[src/rtl/sort_pkg.sv]
// Definitions shared by the insertion-sort chain: default word width,
// one-hot FSM encodings and the signed data word type.
package sort_pkg;

  localparam int DATA_W_DEFAULT = 32;

  typedef enum logic [2:0] {
    ST_IDLE = 3'b001,
    ST_RUN  = 3'b010,
    ST_DONE = 3'b100
  } state_t;

  typedef logic signed [DATA_W_DEFAULT-1:0] data_t;

endpackage

[src/rtl/sort_collect_if.sv]
// Bundle of the chain handshake, the input stream from the last sort cell
// and the ap_memory-style result RAM port of sort_collect.
interface sort_collect_if #(
  parameter int DATA_W = 32,
  parameter int ADDR_W = 3
);

  logic                     ap_start;
  logic                     ap_done;
  logic                     ap_continue;
  logic                     ap_idle;
  logic                     ap_ready;
  logic signed [DATA_W-1:0] in_V_dout;
  logic                     in_V_empty_n;
  logic                     in_V_read;
  logic        [ADDR_W-1:0] res_address0;
  logic                     res_ce0;
  logic                     res_we0;
  logic signed [DATA_W-1:0] res_d0;

  modport master (
    output ap_start, ap_continue, in_V_dout, in_V_empty_n,
    input  ap_done, ap_idle, ap_ready, in_V_read,
           res_address0, res_ce0, res_we0, res_d0
  );

  modport slave (
    input  ap_start, ap_continue, in_V_dout, in_V_empty_n,
    output ap_done, ap_idle, ap_ready, in_V_read,
           res_address0, res_ce0, res_we0, res_d0
  );

endinterface

[src/rtl/sort_order_check.sv]
// Sticky ordering monitor: flags any accepted word that is smaller than the
// word accepted before it within the same invocation.
module sort_order_check #(
  parameter int DATA_W = 32
) (
  input  logic                     clk,
  input  logic                     rst,
  input  logic                     i_clear,
  input  logic                     i_accept,
  input  logic signed [DATA_W-1:0] i_data,
  output logic                     o_err
);

  logic signed [DATA_W-1:0] r_prev;
  logic                     r_first;
  logic                     r_err;

  // The first word of an invocation has no predecessor to compare against.
  always_ff @(posedge clk) begin
    if (rst || i_clear) begin
      r_err   <= 1'b0;
      r_first <= 1'b1;
    end else if (i_accept) begin
      r_first <= 1'b0;
      if (!r_first && (i_data < r_prev)) begin
        r_err <= 1'b1;
      end
    end
  end

  always_ff @(posedge clk) begin
    if (rst) begin
      r_prev <= '0;
    end else if (i_accept) begin
      r_prev <= i_data;
    end
  end

  assign o_err = r_err;

endmodule

[src/rtl/sort_collect.sv]
// Terminal stage of the sort chain: drains N words from the last cell into result RAM
// addresses 0..N-1. Define SORT_COLLECT_CHECK_EN to add the sort_err ordering monitor.
module sort_collect
  import sort_pkg::*;
#(
  parameter int DATA_W = DATA_W_DEFAULT,
  parameter int N      = 8,
  parameter int ADDR_W = 3
) (
  input  logic ap_clk,
  input  logic ap_rst,
`ifdef SORT_COLLECT_CHECK_EN
  output logic sort_err,
`endif
  sort_collect_if.slave bus
);

  localparam logic [ADDR_W:0] CNT_LAST = (ADDR_W+1)'(N-1);
  localparam logic [ADDR_W:0] CNT_ONE  = (ADDR_W+1)'(1);

  state_t          r_state;
  state_t          w_nextState;
  logic [ADDR_W:0] r_cnt;
  logic            r_doneReg;
  logic            w_startRun;
  logic            w_accept;
  logic            w_last;

  assign w_startRun = (r_state == ST_IDLE) && bus.ap_start;
  assign w_accept   = (r_state == ST_RUN) && bus.in_V_empty_n;
  assign w_last     = w_accept && (r_cnt == CNT_LAST);

  always_ff @(posedge ap_clk) begin
    if (ap_rst) begin
      r_state <= ST_IDLE;
    end else begin
      r_state <= w_nextState;
    end
  end

  // A continue already present on the final accept skips DONE entirely.
  always_comb begin
    w_nextState = r_state;
    case (r_state)
      ST_IDLE: if (bus.ap_start)     w_nextState = ST_RUN;
      ST_RUN:  if (w_last)           w_nextState = bus.ap_continue ? ST_IDLE : ST_DONE;
      ST_DONE: if (bus.ap_continue)  w_nextState = ST_IDLE;
      default:                       w_nextState = ST_IDLE;
    endcase
  end

  always_ff @(posedge ap_clk) begin
    if (ap_rst) begin
      r_cnt     <= '0;
      r_doneReg <= 1'b0;
    end else begin
      if (w_startRun) begin
        r_cnt <= '0;
      end else if (w_accept) begin
        r_cnt <= r_cnt + CNT_ONE;
      end
      if (w_last && !bus.ap_continue) begin
        r_doneReg <= 1'b1;
      end else if ((r_state == ST_DONE) && bus.ap_continue) begin
        r_doneReg <= 1'b0;
      end
    end
  end

  // Stream word goes straight to RAM in the cycle it is accepted.
  always_comb begin
    bus.ap_idle      = 1'b0;
    bus.ap_ready     = 1'b0;
    bus.ap_done      = r_doneReg;
    bus.in_V_read    = 1'b0;
    bus.res_ce0      = 1'b0;
    bus.res_we0      = 1'b0;
    bus.res_address0 = '0;
    bus.res_d0       = '0;
    case (r_state)
      ST_IDLE: bus.ap_idle = !bus.ap_start;
      ST_RUN: begin
        if (w_accept) begin
          bus.in_V_read    = 1'b1;
          bus.res_ce0      = 1'b1;
          bus.res_we0      = 1'b1;
          bus.res_address0 = r_cnt[ADDR_W-1:0];
          bus.res_d0       = bus.in_V_dout;
        end
        if (w_last) begin
          bus.ap_done  = 1'b1;
          bus.ap_ready = 1'b1;
        end
      end
      default: ;
    endcase
  end

`ifdef SORT_COLLECT_CHECK_EN
  sort_order_check #(
    .DATA_W(DATA_W)
  ) u_orderCheck (
    .clk     (ap_clk),
    .rst     (ap_rst),
    .i_clear (w_startRun),
    .i_accept(w_accept),
    .i_data  (bus.in_V_dout),
    .o_err   (sort_err)
  );
`endif

endmodule

[src/flat_wrapper.sv]
// flat-port wrapper written by rule: the top's interface ports become plain ports
module sort_collect_flat import sort_pkg::*;
#(
  parameter int DATA_W = DATA_W_DEFAULT,
  parameter int N      = 8,
  parameter int ADDR_W = 3
)
  (ap_clk, ap_rst, bus_ap_start, bus_ap_continue, bus_in_V_dout, bus_in_V_empty_n, bus_ap_done, bus_ap_idle, bus_ap_ready, bus_in_V_read, bus_res_address0, bus_res_ce0, bus_res_we0, bus_res_d0);
  sort_collect_if #(.DATA_W(DATA_W), .ADDR_W(ADDR_W)) bus_i ();
  input  logic ap_clk;
  input  logic ap_rst;
  input wire logic [$bits(bus_i.ap_start)-1:0] bus_ap_start;
  input wire logic [$bits(bus_i.ap_continue)-1:0] bus_ap_continue;
  input wire logic [$bits(bus_i.in_V_dout)-1:0] bus_in_V_dout;
  input wire logic [$bits(bus_i.in_V_empty_n)-1:0] bus_in_V_empty_n;
  output wire logic [$bits(bus_i.ap_done)-1:0] bus_ap_done;
  output wire logic [$bits(bus_i.ap_idle)-1:0] bus_ap_idle;
  output wire logic [$bits(bus_i.ap_ready)-1:0] bus_ap_ready;
  output wire logic [$bits(bus_i.in_V_read)-1:0] bus_in_V_read;
  output wire logic [$bits(bus_i.res_address0)-1:0] bus_res_address0;
  output wire logic [$bits(bus_i.res_ce0)-1:0] bus_res_ce0;
  output wire logic [$bits(bus_i.res_we0)-1:0] bus_res_we0;
  output wire logic [$bits(bus_i.res_d0)-1:0] bus_res_d0;
  assign bus_i.ap_start = bus_ap_start;
  assign bus_i.ap_continue = bus_ap_continue;
  assign bus_i.in_V_dout = bus_in_V_dout;
  assign bus_i.in_V_empty_n = bus_in_V_empty_n;
  assign bus_ap_done = bus_i.ap_done;
  assign bus_ap_idle = bus_i.ap_idle;
  assign bus_ap_ready = bus_i.ap_ready;
  assign bus_in_V_read = bus_i.in_V_read;
  assign bus_res_address0 = bus_i.res_address0;
  assign bus_res_ce0 = bus_i.res_ce0;
  assign bus_res_we0 = bus_i.res_we0;
  assign bus_res_d0 = bus_i.res_d0;
  sort_collect #(.DATA_W(DATA_W), .N(N), .ADDR_W(ADDR_W)) u_core (.ap_clk(ap_clk), .ap_rst(ap_rst), .bus(bus_i));
endmodule
[config.mk]
export PLATFORM = sky130hd
export DESIGN_NAME = sort_collect_flat
export DESIGN_NICKNAME = d
export VERILOG_FILES = /design/src/rtl/sort_pkg.sv /design/src/rtl/sort_collect_if.sv /design/src/rtl/sort_order_check.sv /design/src/rtl/sort_collect.sv /design/src/flat_wrapper.sv
export SDC_FILE = /design/constraint.sdc
export NUM_CORES = 1
export LEC_CHECK = 0
export ABC_AREA = 1
export BUFFER_PORTS_ARGS = -buffer_cell sky130_fd_sc_hd__buf_2
export CORE_MARGIN = 5
export CORE_UTILIZATION = 36
export DETAILED_ROUTE_END_ITERATION = 8
export PLACE_DENSITY = 0.77
export SETUP_SLACK_MARGIN = 0.2
export SKIP_CTS_REPAIR_TIMING = 1
export SYNTH_ARGS = -nofsm -noshare
export SYNTH_HDL_FRONTEND = slang
export SYNTH_SLANG_ARGS = --single-unit
[constraint.sdc]
create_clock -name ap_clk -period 1.12 [get_ports ap_clk]
set_clock_uncertainty 0.2 [all_clocks]
set_input_delay 0 -clock ap_clk [delete_from_list [all_inputs] [get_ports ap_clk]]
set_output_delay 0 -clock ap_clk [all_outputs]
set_load 0.05 [all_outputs]
Word level (Yosys, flattened, before mapping)

Cells that the tools add are included.

Register bits: 8
Input bits: 37
Output and inout port bits: 41
Logic and storage cells: 39

$add $sub $neg: 1
Eq/ne operators: 7
Mux-type cells: 18
Reduce and logical (&&, ||, !) cells: 10

Operator list:

| cell                | count |
|---|---|
| $mux 32             | 2 |
| $mux 3              | 6 |
| $mux 1              | 9 |
| $pmux 3 s3          | 1 |
| $logic_and 1x1->1   | 5 |
| $add 4x1->4 const B | 1 |
| $eq 4x3->1 const B  | 1 |
| $ne 2x2->1 const B  | 2 |
| $eq 3x1->1 const B  | 1 |
| $eq 3x2->1 const B  | 1 |
| $eq 3x3->1 const B  | 1 |
| $reduce_and 3->1    | 1 |
| $logic_not 1->1     | 2 |
| $ne 2x1->1 const B  | 1 |
| $reduce_bool 2->1   | 1 |
| $reduce_or 2->1     | 1 |

Logic depth before layout (Yosys ltp)

Word-level depth: 5
Depth in mapped cells: 6
Depth with buffers taken out: 6

Worst setup path after synthesis

Ideal clock, no wire load.

Kind: flip-flop to output port
From: reg u_core.r_cnt[0]
To: out bus_ap_done
Arrival time: 1.837 ns
Required time: 0.920 ns
Path slack: -0.917 ns
Cell stages (with the launch flop): 6
Buffers on the path: 0
Cells stage by stage: dfxtp_1 ha_1 nand3_1 nor2_1 nor2_1 inv_1

Longest elaborated chain between the ends: 4

RTL lines:

| element                  | RTL line           | source |
|---|---|---|
| start: declaration       | sort_collect.sv:23 | `logic [ADDR_W:0] r_cnt;` |
| start signal: assignment | sort_collect.sv:60 | `r_cnt <= r_cnt + CNT_ONE;` |
| $eq 4x3->1               | sort_collect.sv:31 | `assign w_last = w_accept && (r_cnt == CNT_LAST);` |
| $logic_and 1x1->1        | sort_collect.sv:31 |  |
| $mux 1                   | sort_collect.sv:90 | `if (w_last) begin` |
| $mux 1                   | sort_collect.sv:80 | `case (r_state)` |
| end: declaration         | flat_wrapper.sv:16 | `output wire logic [$bits(bus_i.ap_done)-1:0] bus_ap_done;` |

Every way passes these cells.

Worst setup path in the final report

From: reg u_core.r_state[2]
To: out bus_res_d0[3]

Longest elaborated chain between the ends: 4

RTL lines:

| element                  | RTL line                               | source |
|---|---|---|
| start: declaration       | sort_collect.sv:21                     | `state_t r_state;` |
| start signal: assignment | sort_collect.sv:37                     | `r_state <= w_nextState;` |
| $eq 3x2->1 (*)           | sort_collect.sv:30, sort_collect.sv:80 |  |
| $logic_and 1x1->1        | sort_collect.sv:30                     | `assign w_accept = (r_state == ST_RUN) && bus.in_V_empty_n;` |
| $mux 32                  | sort_collect.sv:83                     | `if (w_accept) begin` |
| $mux 32 (*)              | sort_collect.sv:80                     |  |
| end: declaration         | flat_wrapper.sv:23                     | `output wire logic [$bits(bus_i.res_d0)-1:0] bus_res_d0;` |

Mark *: on every way between the ends. The rest lies on a longest branch, timed or not.

==> results.md <==
* Critical Path AT at 1370 ps
* Post-synth top cells: 47 x inv_1, 31 x nor2_4, 16 x nand2_1
* CTS Buf Count at 3
* Clk root buf: clkbuf_4
* Final nets at 283
* Buf+Inv Stages, Crit Path at 4
* Io pins at 78
* # rows at 19
* Status: complete, but fails checks
* Syn_nets at 180
* Syn Inst Count at 142
* Number of vias per cell at 4.47
* Tcrit/Tclk final at 140%
* Maximum root-to-sink buffer count at 2
* Max-cap violations at 0
* Post-synth EDFFs at 0
* Synth Warn # at 0
* Clock sink total at 8
* Fmax at 0.636 GHz
* Worst Path Max Fanout at 8
* Post-synth top area share at 34.2%
* Fin. max-slew vios at 0
* Post-route cell area at 2160 µm²
* Max layer used: met4
* Placed Area at 1590 µm²
* Most common flop cell mapped by yosys: dfxtp_1
* Vias in the first global route at 975
* Final ANT Viol Nets at 0
* Async SR Flop Fraction at 0%
* Pwr per Cell Area at 490 nW/µm²
* Clk_lat worst skew at 270 ps
* Die area at 4000 µm²
* Synth Cell Area at 1020 µm²
* Crit path max-delay family: buffers and inverters
* Setup tns final at -18210 ps
* Die Wd at 63.3 µm
* Failing checks: negative hold slack, negative setup slack
* Dominant cell type by area after synthesis: nor2_4
* Met3 Wirelength at 308 µm
* Synth Register Bits at 8
* Chip Height at 63.3 µm
* Met1 wire length at 1430 µm
* Startpoint Class: flop
* Largest net degree at the start of global routing at 27
* RSZ-0062 raised after global routing: true
* DRC violations left at 0
* Final WS setup at -452 ps
* WP data required at 920 ps
* Pin slew with the least headroom to its limit at 202 ps
* H-tree levels at 1
* Port-buffer cells at 77
* Final setup fails at 49
* CTS clk-pin slew, worst paths at 60 ps
* Initial core utilization at 37.3%
* CP max-delay cell: dfxtp_2
* DRT iter0 DRCs at 56
* Layout cells sized above 1 at 69.7%
* Final hold slack at -132 ps
* Routed wl met2 at 2250 µm
* Critical Path Sink Type: output port
* Fin. Hold Viols at 5
* Post-DP HPWL at 2320 µm
* Total track usage at 12.9%
* TritonCTS clock tree: done
* Antenna fix cells at 0
* Leakage at 1.08 nW
* Max VDD drop at 0.561 mV
* Drt wl/cell at 14.6 µm
* Number of antenna violations at the first check in global routing at 0
* DR vias at 1229
* Final WL at 4030 µm
* Netlist cell types at 19
* Max_slew headroom at 86.5%
* Register area share after synthesis at 15.7%
* Gr ovfl total at 0
* Syn avg cell area at 7.19 µm²
* P&R area growth vs syn at 112%
* Synth top area cells: nor2_4 34%, inv_1 17%, dfxtp_1 16%, buf_12 5.9%, nand2_1 5.9%
* Post-route minimum period at 1570 ps
* First-pass GRT wire length at 4310 µm
* Total core area at 2730 µm²
* Kind of critical path: flop to output port
* First-pass iteration count of the detailed router at 4
* Top-count cell post-synth: inv_1
* Final GP Congestion at 0.853
* Max incr delay on CP at 330 ps
* Worst Hold Class: input pin to flop
* Ordered list of cells on the worst path: inv_4 > nand4_4 > buf_12 > clkbuf_16 > nor2_4 > buf_6
## sequential cells by signal, indices dropped and copies added, names as in the netlist
name,flops
u_core.r_cnt,4
u_core.r_doneReg,1
u_core.r_state,3
## routing by layer
layer  GRT usage [%]  vias to the layer above
li1                -                      603
met2            21.4                       54
met4            4.68                        0
met3            4.26                        5
met1            15.5                      567
met5               0                        -
## report_power, final
group | internal [mW] | switching (mW) | leakage, nW | total, mW
Sequential | 0.291 | 0.0136 | 0.0675 | 0.304
Combinational | 0.194 | 0.299 | 0.997 | 0.493
Clock | 0.138 | 0.122 | 0.0150 | 0.260
Total | 0.623 | 0.435 | 1.08 | 1.06
## final timing paths
path | startpoint | to | slack, ps | cells after the start
worst max-delay path | u_core.r_state[2] | bus_res_d0[3] | -450 | 6
worst min-delay path | bus_ap_start | u_core.r_state[1] | -130 | 3
worst max register to register | u_core.r_state[2] | u_core.r_cnt[1] | -270 | 7
worst min register to register | u_core.r_cnt[3] | u_core.r_cnt[3] | 390 | 3
## worst register-to-register path: stages (launching register included)
cell and delay [ps]:
dfxtp_2 350, inv_4 50, nand4_4 80, buf_12 150
buf_6 160, buf_4 130, nand2_1 50, a21oi_1 140
## stage by stage
stage	setup WS, ps	power, mW	hold WS, ps	instances	util (%)
after floorplan	-323	0.576	-138	142	-
after global placement	-239	0.680	-7.54	258	58.3
after detailed placement	-257	0.687	-6.66	258	58.3
after CTS	-538	0.942	-278	262	59.3
after global routing	-485	1.09	-108	275	79.0
final	-452	1.06	-132	275	79.0
## cells in the final DEF (no fill, tap or decap), types with 2 or more instances in the layout
| cell | netlist | layout |
|---|---|---|
| clkinvlp_4 | 0 | 2 |
| buf_4 | 2 | 14 |
| inv_4 | 0 | 3 |
| dfxtp_1 | 8 | 3 |
| dfxtp_2 | 0 | 2 |
| a21oi_1 | 5 | 3 |
| nor2_4 | 31 | 38 |
| nand3_4 | 0 | 3 |
| clkbuf_4 | 0 | 3 |
| inv_1 | 47 | 42 |
| nand4_1 | 2 | 2 |
| nand3_2 | 2 | 3 |
| clkbuf_16 | 0 | 3 |
| nor2_1 | 11 | 2 |
| nand3_1 | 7 | 3 |
| dfxtp_4 | 0 | 3 |
| nor2_2 | 0 | 2 |
| nand2_1 | 16 | 15 |
| buf_8 | 0 | 7 |
| a21oi_2 | 0 | 2 |
| buf_2 | 0 | 36 |
| buf_12 | 3 | 3 |
| buf_6 | 1 | 40 |
## area by class of cell
cell class | instances | area [µm²]
timing repair buffer | 104 | 986
multi-input combinational | 80 | 741
fill | 157 | 573
tap | 31 | 38.8
clock buffer | 4 | 26.3
sequential | 8 | 174
inverter | 48 | 195
## kinds of logic after synthesis
kind of cell             count (synthesis)  synth area share [%]
XOR/XNOR                                 1                 0.858
AO/OA/AOI/OAI                            8                  4.17
buffers and inverters                   54                  26.1
AND/OR/NAND/NOR                         70                  52.0
flip-flops                               8                  15.7
adder cells (fa/ha/maj)                  1                  1.23
Power figures use the tool's default switching activity.
